File: config.mk
export PLATFORM = sky130hd
export DESIGN_NAME = imem_boot_ctrl
export DESIGN_NICKNAME = d
export VERILOG_FILES = /design/src/rtl/imem_boot_ctrl.sv
export SDC_FILE = /design/constraint.sdc
export NUM_CORES = 1
export LEC_CHECK = 0
export ABC_AREA = 0
export CAP_MARGIN = 0
export CORE_AREA = 2 2 109 111
export CTS_BUF_LIST = sky130_fd_sc_hd__clkbuf_4 sky130_fd_sc_hd__clkbuf_8
export CTS_CLUSTER_DIAMETER = 40
export DETAILED_ROUTE_END_ITERATION = 10
export DIE_AREA = 0 0 111 113
export PLACE_DENSITY = 0.73
export SLEW_MARGIN = 30
export SYNTH_ARGS = -nofsm -noshare
export SYNTH_HDL_FRONTEND = slang
export SYNTH_SLANG_ARGS = --single-unit
File: constraint.sdc
create_clock -name clk -period 2.9 [get_ports clk]
set_input_delay 0.58 -clock clk [delete_from_list [all_inputs] [get_ports clk]]
set_output_delay 0.58 -clock clk [all_outputs]
set_load 0.05 [all_outputs]
File: src/rtl/imem_boot_ctrl.sv
// Instruction-memory boot loader: receives a framed image over the UART byte stream,
// writes it word by word into instruction RAM, then releases the CPU and hands it the address port.
module imem_boot_ctrl #(
    parameter int          ADDR_WIDTH = 8,
    parameter int          TIMEOUT    = 100000,
    parameter logic [7:0]  SYNC_BYTE  = 8'hA5
) (
    input  logic                  clk,
    input  logic                  reset,
    input  logic                  rx_valid,
    input  logic [7:0]            rx_data,
    input  logic                  reload,
    input  logic [31:0]           cpu_pc,
    output logic [ADDR_WIDTH-1:0] mem_addr,
    output logic                  mem_we,
    output logic [31:0]           mem_wdata,
    output logic                  cpu_reset,
    output logic                  load_done,
    output logic                  load_error
);

    localparam int          TW  = $clog2(TIMEOUT + 1);
    localparam logic [16:0] CAP = 17'(1 << ADDR_WIDTH);

    // rx_valid is a one-cycle strobe with no back-pressure: every strobe carries one byte.
    typedef enum logic [2:0] {
        S_IDLE, S_LEN_HI, S_LEN_LO, S_DATA, S_CHECK, S_RUN, S_ERROR
    } state_t;

    state_t                state, next_state;
    logic [15:0]           len;
    logic [ADDR_WIDTH-1:0] word_cnt;
    logic [1:0]            byte_cnt;
    logic [31:0]           asm_word;
    logic [7:0]            chk;
    logic [TW-1:0]         tmo;
    logic                  active, tmo_hit, last_word, chk_slot;
    logic [16:0]           len_new;
    logic                  pc_unused;

    assign pc_unused = ^{cpu_pc[31:ADDR_WIDTH+2], cpu_pc[1:0]};

    always_comb begin
        active    = (state == S_LEN_HI) || (state == S_LEN_LO) ||
                    (state == S_DATA)   || (state == S_CHECK);
        len_new   = {1'b0, len[15:8], rx_data};
        last_word = (17'(word_cnt) == ({1'b0, len} - 17'd1));
        // Write cycle of the final word: a byte arriving now is already the checksum.
        chk_slot  = mem_we && last_word;
        tmo_hit   = active && !rx_valid && (tmo == TW'(TIMEOUT - 1));
    end

    always_ff @(posedge clk) begin
        if (reset) state <= S_IDLE;
        else       state <= next_state;
    end

    always_comb begin
        next_state = state;
        case (state)
            S_IDLE: if (rx_valid && rx_data == SYNC_BYTE) next_state = S_LEN_HI;
            S_LEN_HI: begin
                if (rx_valid)     next_state = S_LEN_LO;
                else if (tmo_hit) next_state = S_ERROR;
            end
            S_LEN_LO: begin
                if (rx_valid) begin
                    if (len_new > CAP)        next_state = S_ERROR;
                    else if (len_new == '0)   next_state = S_CHECK;
                    else                      next_state = S_DATA;
                end else if (tmo_hit) begin
                    next_state = S_ERROR;
                end
            end
            S_DATA: begin
                if (chk_slot) begin
                    if (rx_valid) next_state = (rx_data == chk) ? S_RUN : S_ERROR;
                    else          next_state = S_CHECK;
                end else if (tmo_hit) begin
                    next_state = S_ERROR;
                end
            end
            S_CHECK: begin
                if (rx_valid)     next_state = (rx_data == chk) ? S_RUN : S_ERROR;
                else if (tmo_hit) next_state = S_ERROR;
            end
            S_RUN:   if (reload) next_state = S_IDLE;
            S_ERROR: if (rx_valid && rx_data == SYNC_BYTE) next_state = S_LEN_HI;
            default: next_state = S_IDLE;
        endcase
    end

    always_ff @(posedge clk) begin
        if (reset) begin
            len       <= '0;
            word_cnt  <= '0;
            byte_cnt  <= '0;
            asm_word  <= '0;
            chk       <= '0;
            tmo       <= '0;
            mem_we    <= 1'b0;
            mem_wdata <= '0;
        end else begin
            mem_we <= 1'b0;
            tmo    <= (active && !rx_valid && !tmo_hit) ? tmo + 1'b1 : '0;
            if (next_state == S_LEN_HI && state != S_LEN_HI) begin
                chk      <= '0;
                byte_cnt <= '0;
                word_cnt <= '0;
            end
            case (state)
                S_LEN_HI: if (rx_valid) len[15:8] <= rx_data;
                S_LEN_LO: if (rx_valid) len[7:0]  <= rx_data;
                S_DATA: begin
                    // Counter holds at N-1 after the final write, so a full memory never wraps.
                    if (mem_we && !last_word) word_cnt <= word_cnt + 1'b1;
                    if (rx_valid && !chk_slot) begin
                        asm_word <= {asm_word[23:0], rx_data};
                        chk      <= chk ^ rx_data;
                        byte_cnt <= byte_cnt + 1'b1;
                        if (byte_cnt == 2'd3) begin
                            mem_we    <= 1'b1;
                            mem_wdata <= {asm_word[23:0], rx_data};
                        end
                    end
                end
                default: ;
            endcase
        end
    end

    always_comb begin
        cpu_reset  = (state != S_RUN);
        load_done  = (state == S_RUN);
        load_error = (state == S_ERROR);
        mem_addr   = (state == S_RUN) ? cpu_pc[ADDR_WIDTH+1:2] : word_cnt;
    end

endmodule

==> results_dict.tcl, run 1 <==
set metrics [dict create \
    irDropWorstVdd_v 0.000316 \
    die-area_um2 12500 \
    die_x_um 111 \
    async_flop_share_pct 0 \
    antenna_cells 0 \
    fin_crit_sh_pct 99.5 \
    drt-initial-drc-count 346 \
    netlist_area_um2 5560 \
    slew_headroom_pct 45.6 \
    crit_path_start_kind "flop" \
    slowest_stage "or4b_4" \
    placed_cell_area_um2 6400 \
    critPathCaptureType "flop" \
    syn_inst 680 \
    numPortBuffers 63 \
    floorplan.initialDensity_pct 49.3 \
    core_um2 11300 \
    period_needed_ps 2880 \
    rsz0062_at_grt "yes" \
    drv_cap 0 \
    cts_made_buffers 9 \
    cp_data_arrival_time_ps 3180 \
    synth_fp_nets 728 \
    p_seq_share_pct 59.7 \
    viasPerCell 5.63 \
    syn_avg_cell_area_um2 8.17 \
    grt_max_degree 92 \
    cts.sinks 111 \
    total_power_w 0.00255 \
    root_buffer "clkbuf_8" \
    wl_per_cell_um 15.0 \
    cpMostUsedCell "buf_6" \
    cts_tree "done" \
    grt-ovfl-total 0 \
    p_leak_nw 2.61 \
    fill_cells 996 \
    rows 39 \
    tns_ps 0 \
    regArea_um2 2230 \
    seq_area_frac_synth_pct 40.0 \
    p_comb_share_pct 4.5 \
    fp.dieH_um 113 \
    fin_skew_ps 14.6 \
    slew_violations 0 \
    yosys_warnings 0 \
    hold_viol 0 \
    synth_edf_count 0 \
    path_max_fanout 7 \
    antenna_found_initial 0 \
    switching_share_pct 24.6 \
    cts_hold_buffers 0 \
    clk_path_buf_depth 2 \
    drcViolationCount 0 \
    p_sw_w 0.000628 \
    path_clk_slew_ps 110 \
    vias 5042 \
    internal-power_w 0.00192 \
    hpwl_um 9260 \
    cp.buffers_inverters 3 \
    wirelength_um 13400 \
    cpPeakStageDelay_ps 540 \
    setup_violations 0 \
    hold_class "flop to flop" \
    grt_use_total_pct 21.5 \
    cp_cell_sequence "inv_4 -> ha_4 -> buf_6 -> nor3b_4 -> and4b_1 -> o31ai_1 -> or4b_4 -> o311ai_4 -> buf_6 -> nor2_4 -> a221o_1" \
    htree_levels 3 \
    criticalPathCategory "flop to flop" \
    synth_top_flop_cell "dfxtp_1" \
    required_ps 3190 \
    drive_gt1_share_pct 12.7 \
    gp_congestion 0.934 \
    tightest_slew_ps 817 \
    ys_top_cells_by_area "dfxtp_1, a21oi_1, nand2_1" \
    synth_top_cell_area_share_pct 40.0 \
    postRouteAntennaNets 0 \
    num_io_pins 88 \
    nNetsFinal 796 \
    syn_to_final_growth_pct 21.9 \
    synth_seq_cells 111 \
    powerDensity_nw_per_um2 377 \
    clk_latency_ps 400 \
    clockPowerShare_pct 35.8 \
    path_delay_family "simple AND/OR/NAND/NOR gates" \
    stdcell_area_um2 6770 \
    grt_pass1_vias 4652 \
    fmax_mhz 347 \
    synth_cell_types 66 \
    multi_input_area_um2 3140 \
    grt_first_pass_wirelength_um 22400 \
    status "finished clean" \
    drtPass1Iterations 7 \
    yosys.area.top_type "dfxtp_1" \
]
[cell usage after synthesis, types with 2 or more instances]
| library cell | n |
|---|---|
| a22o_1 | 4 |
| dfxtp_1 | 111 |
| or4_1 | 3 |
| nand2_1 | 79 |
| buf_2 | 4 |
| ha_1 | 4 |
| nor4_4 | 2 |
| a31oi_1 | 5 |
| nor3_1 | 11 |
| o21a_1 | 2 |
| buf_1 | 7 |
| and3_1 | 13 |
| a211oi_1 | 3 |
| and4_1 | 3 |
| nor2b_1 | 3 |
| or3_1 | 3 |
| nand3_1 | 48 |
| a21oi_1 | 62 |
| o31ai_1 | 2 |
| and2_1 | 4 |
| a2111oi_0 | 9 |
| nand4_1 | 8 |
| xnor2_1 | 13 |
| o2bb2ai_1 | 3 |
| nor2_2 | 2 |
| buf_4 | 2 |
| nor4_1 | 7 |
| clkbuf_1 | 36 |
| nand2b_1 | 43 |
| a221o_1 | 3 |
| a21o_1 | 9 |
| o21ai_0 | 47 |
| mux2i_1 | 18 |
| nor2_1 | 44 |
| inv_1 | 8 |
| xor2_1 | 25 |
[cell usage in the layout, fill, tap and decap left out, types with 4 or more instances in the layout]
cell             synthesis  layout
mux2i_1                 18      18
a21o_1                   9       9
nand2b_1                43      43
nor3_1                  11      10
a21oi_1                 62      61
and3_1                  13      13
clkdlybuf4s50_1          0      52
xor2_1                  25      25
xnor2_1                 13      13
nor2_1                  44      44
a31oi_1                  5       5
dfxtp_1                111     109
o21ai_0                 47      47
nand3_1                 48      48
clkbuf_8                 0       9
a22o_1                   4       4
nand4_1                  8       8
inv_1                    8       6
nor4_1                   7       6
a2111oi_0                9       9
nand2_1                 79      79
buf_4                    2      47
[per-stage QoR]
step | setup WS, ps | util (%) | hold slack [ps] | instances
final | 15.9 | 60.1 | 467 | 896
after global routing | -77.1 | 60.1 | 499 | 896
after CTS | 14.5 | 58.6 | 466 | 886
after detailed placement | -39.4 | 56.8 | 451 | 870
after global placement | -9.97 | 56.8 | 428 | 870
after floorplan | 129 | - | 418 | 680
[logic make-up (layout without fill, tap and decap cells)]
| group | Yosys count | after routing | share of synthesized area [%] |
|---|---|---|---|
| xor gates and xnor gates | 38 | 38 | 5.99 |
| AOI/OAI and AO/OA | 162 | 162 | 18.2 |
| adders and majority gates | 4 | 4 | 0.901 |
| and+or+nand+nor | 286 | 286 | 27.0 |
| buffers and inverters | 60 | 133 | 4.44 |
| muxes | 19 | 19 | 3.45 |
| DFF | 111 | 111 | 40.0 |
[path summary, 6_finish.rpt]
kind / start / to / slack, ps / cells after the start
worst max-delay path: len[1]$_SDFFE_PP0P_ / word_cnt[5]$_SDFF_PP0_ / 20 / 11
worst min-delay path: tmo[0]$_SDFF_PP0_ / tmo[0]$_SDFF_PP0_ / 470 / 1
worst max register to register: len[1]$_SDFFE_PP0P_ / word_cnt[5]$_SDFF_PP0_ / 20 / 11
worst min register to register: tmo[0]$_SDFF_PP0_ / tmo[0]$_SDFF_PP0_ / 470 / 1
[cell type report]
| cell class | count | area share (%) |
|---|---|---|
| Multi-Input combinational cell | 509 | 46.3 |
| Sequential cell | 111 | 32.9 |
| Timing Repair Buffer | 108 | 14.8 |
| Tap cell | 143 | 2.64 |
| Clock buffer | 10 | 1.94 |
| Clock inverter | 6 | 0.850 |
| Inverter | 9 | 0.554 |
[flip-flops by register name (all words and copies together), names as in the netlist]
name and cells:
mem_wdata 32, asm_word 24, tmo 17, len 16, chk 8, word_cnt 8
state 3, byte_cnt 2, mem_we 1
[power by group through the flow]
| stage | Sequential (W) | Clock (W) | Combinational [W] |
|---|---|---|---|
| 2_1_floorplan | 0.00156 | 0 | 0.0000597 |
| 3_3_place_gp | 0.00156 | 0 | 0.000109 |
| 3_5_place_dp | 0.00156 | 0 | 0.000111 |
| 4_1_cts | 0.00152 | 0.000935 | 0.000111 |
| 5_1_grt | 0.00152 | 0.000991 | 0.000125 |
| 6_report | 0.00152 | 0.000914 | 0.000116 |
[per-layer routing]
metal / up-vias / global-route usage [%] / routed length, um
met4: 0 / 6.42 / 149
li1: 2532 / - / -
met1: 2339 / 29.6 / 6310
met2: 151 / 34.4 / 6200
met5: - / 0 / 0
met3: 20 / 4.50 / 780
[repair_timing]
action / CTS / global route
setup buffers: 0 / 9
endpoints found under the setup margin: 37 / 75
cloned: 0 / 1
pin swaps: 1 / 7
hold endpoints to repair: 0 / 0
gates resized for setup: 5 / 18
Note: power is estimated with default switching activity, not from simulation.
==> run 2, diff against run 1 <==
- CORE_AREA: 2 2 109 111 -> 2 2 107 109
- DIE_AREA: 0 0 111 113 -> 0 0 109 111
- PLACE_DENSITY: 0.73 -> 0.72
- clock period: 2.9 -> 3.05 ns (I/O delays scaled with it)
==> run 2 against run 1 <==
  * Routed wire length up 1.1%
  * Final cell count down 2.0%
  * Global-route usage up 1.7 points
  * Critical endpoint is now word_cnt[2]$_SDFF_PP0_
==> results_dict.tcl, run 2 (same netlist as run 1, synthesis figures left out) <==
set metrics [dict create \
    cp_data_arrival_time_ps 3210 \
    period_needed_ps 2940 \
    die_x_um 109 \
    switching_share_pct 24.6 \
    drcViolationCount 0 \
    viasPerCell 5.77 \
    tns_ps 0 \
    antenna_found_initial 0 \
    hold_class "flop to flop" \
    cp_cell_sequence "inv_1 -> ha_2 -> or3b_4 -> o31ai_2 -> nand2_1 -> or4b_4 -> o311ai_4 -> nor2_2 -> a221o_1" \
    top_regs "mem_wdata (32), asm_word (24), tmo (17)" \
    crit_path_start_kind "flop" \
    rsz0062_at_grt "no" \
    met3_usage_pct 4.47 \
    p_comb_share_pct 4.5 \
    path_max_fanout 7 \
    grt-ovfl-total 0 \
    hpwl_um 9610 \
    regMostFlops "mem_wdata" \
    irDropWorstVdd_v 0.000407 \
    status "finished clean" \
    criticalPathCategory "flop to flop" \
    num_io_pins 88 \
    grtUsageMet2_pct 37.1 \
    powerDensity_nw_per_um2 365 \
    htree_levels 3 \
    antenna_cells 0 \
    clk_latency_ps 390 \
    grt_first_pass_wirelength_um 22500 \
    reg2reg_to "word_cnt[2]$_SDFF_PP0_" \
    grt_use_total_pct 23.2 \
    drtPass1Iterations 5 \
    floorplan.initialDensity_pct 50.2 \
    drv_cap 0 \
    die-area_um2 12100 \
    drt-initial-drc-count 415 \
    numPortBuffers 63 \
    cp-startpoint "len[1]$_SDFFE_PP0P_" \
    p_seq_share_pct 60.2 \
    required_ps 3320 \
    worstReg2RegStart "len[1]$_SDFFE_PP0P_" \
    cts_made_buffers 9 \
    worst_slack_ps 110 \
    fp.dieH_um 111 \
    wl_per_cell_um 15.5 \
    pre_cts_slack_ps 77.7 \
    grt_pass1_vias 4704 \
    holdWs_ps 460 \
    wirelength_um 13600 \
    critPathCaptureType "flop" \
    slew_violations 0 \
    postRouteAntennaNets 0 \
    fin_skew_ps 17.4 \
    grt.busiest_layer "met2" \
    grt_max_degree 87 \
    endpoint "word_cnt[2]$_SDFF_PP0_" \
    clk_path_buf_depth 2 \
    gp_congestion 0.914 \
    p_leak_nw 2.50 \
    path_clk_slew_ps 110 \
    fmax_mhz 340 \
    hold_viol 0 \
    cpPeakStageDelay_ps 540 \
    r2r_slack_ps 110 \
    nNetsFinal 779 \
    core_um2 11100 \
    rr_worst_depth 9 \
    path_delay_family "simple AND/OR/NAND/NOR gates" \
    drive_gt1_share_pct 9.66 \
    slew_headroom_pct 59.0 \
    clockPowerShare_pct 35.2 \
    gr-usage-met1_pct 31.5 \
    largest_reg_flops 32 \
    mostFrequentLayoutCells "dfxtp_1, nand2_1, a21oi_1" \
    cp.depth 9 \
    slowest_stage "or4b_4" \
    vias 5065 \
    rows 39 \
    root_buffer "clkbuf_8" \
    p_sw_w 0.000591 \
    fin_crit_sh_pct 96.4 \
    setup_violations 0 \
    cts_tree "done" \
    internal-power_w 0.00182 \
    cts.sinks 111 \
    syn_to_final_growth_pct 18.6 \
    cp.buffers_inverters 1 \
    layout_commonest_cell "dfxtp_1" \
    tightest_slew_ps 610 \
]
[run 2: cell count changes in the layout (fill, tap and decap cells not counted), moves of 2 or more]
cell             delta
clkdlybuf4s50_1     +2
dfxtp_1             +2
inv_1               +2
buf_6               -3
buf_4              -14
[run 2: through the flow]
stage          utilization (%)  cell area, um2  power, W  cells
6_report                  59.5            6590   0.00241    878
5_1_grt                   59.5            6590   0.00250    878
4_1_cts                   59.1            6550   0.00243    876
3_5_place_dp              57.4            6360   0.00159    861
3_3_place_gp              57.4            6360   0.00159    861
2_1_floorplan                -            5560   0.00154    680
[run 2: timing repair]
item | in CTS | in global routing
buffers inserted | 0 | 2
resized for setup | 0 | 8
endpoints found under the hold margin | 0 | 0
hold buffers | 0 | 0
endpoints found under the setup margin | 0 | 72
[run 2: final cells by class]
| cell class | count | area (um2) |
|---|---|---|
| fill | 992 | 4490 |
| multi-input combinational | 509 | 3110 |
| sequential | 111 | 2220 |
| timing repair buffer | 91 | 853 |
| tap | 143 | 179 |
| clock buffer | 9 | 124 |
| clock inverter | 6 | 62.6 |
| inverter | 9 | 33.8 |
[run 2: worst min path at each step]
stage / cells past startpoint / startpoint / to / slack [ps]
after floorplan: 1 / tmo[0]$_SDFF_PP0_ / tmo[0]$_SDFF_PP0_ / 420
after global placement: 1 / tmo[0]$_SDFF_PP0_ / tmo[0]$_SDFF_PP0_ / 430
after detailed placement: 1 / tmo[0]$_SDFF_PP0_ / tmo[0]$_SDFF_PP0_ / 440
after CTS: 1 / tmo[0]$_SDFF_PP0_ / tmo[0]$_SDFF_PP0_ / 460
after global routing: 2 / asm_word[16]$_SDFFE_PP0P_ / mem_wdata[24]$_SDFFE_PP0P_ / 490
final: 1 / tmo[0]$_SDFF_PP0_ / tmo[0]$_SDFF_PP0_ / 460
[run 2: layer usage]
| metal | vias up | part of all wire (%) |
|---|---|---|
| met1 | 2404 | 45 |
| li1 | 2505 | - |
| met2 | 146 | 49 |
| met3 | 10 | 5.1 |
| met4 | 0 | 0.88 |
| met5 | - | 0 |
[run 2: worst register-to-register path, stage by stage, from the launching register on]
cell and delay (ps):
dfxtp_1 380, inv_1 80, ha_2 210, or3b_4 400, o31ai_2 290, nand2_1 90
or4b_4 540, o311ai_4 370, nor2_2 140, a221o_1 320
[run 2: power groups by stage]
stage | combinational, W | sequential, W | clock [W]
after global placement | 0.000105 | 0.00148 | 0
after CTS | 0.000106 | 0.00145 | 0.000879
after detailed placement | 0.000105 | 0.00148 | 0
after global routing | 0.000117 | 0.00145 | 0.000930
after floorplan | 0.0000568 | 0.00148 | 0
final | 0.000109 | 0.00145 | 0.000848
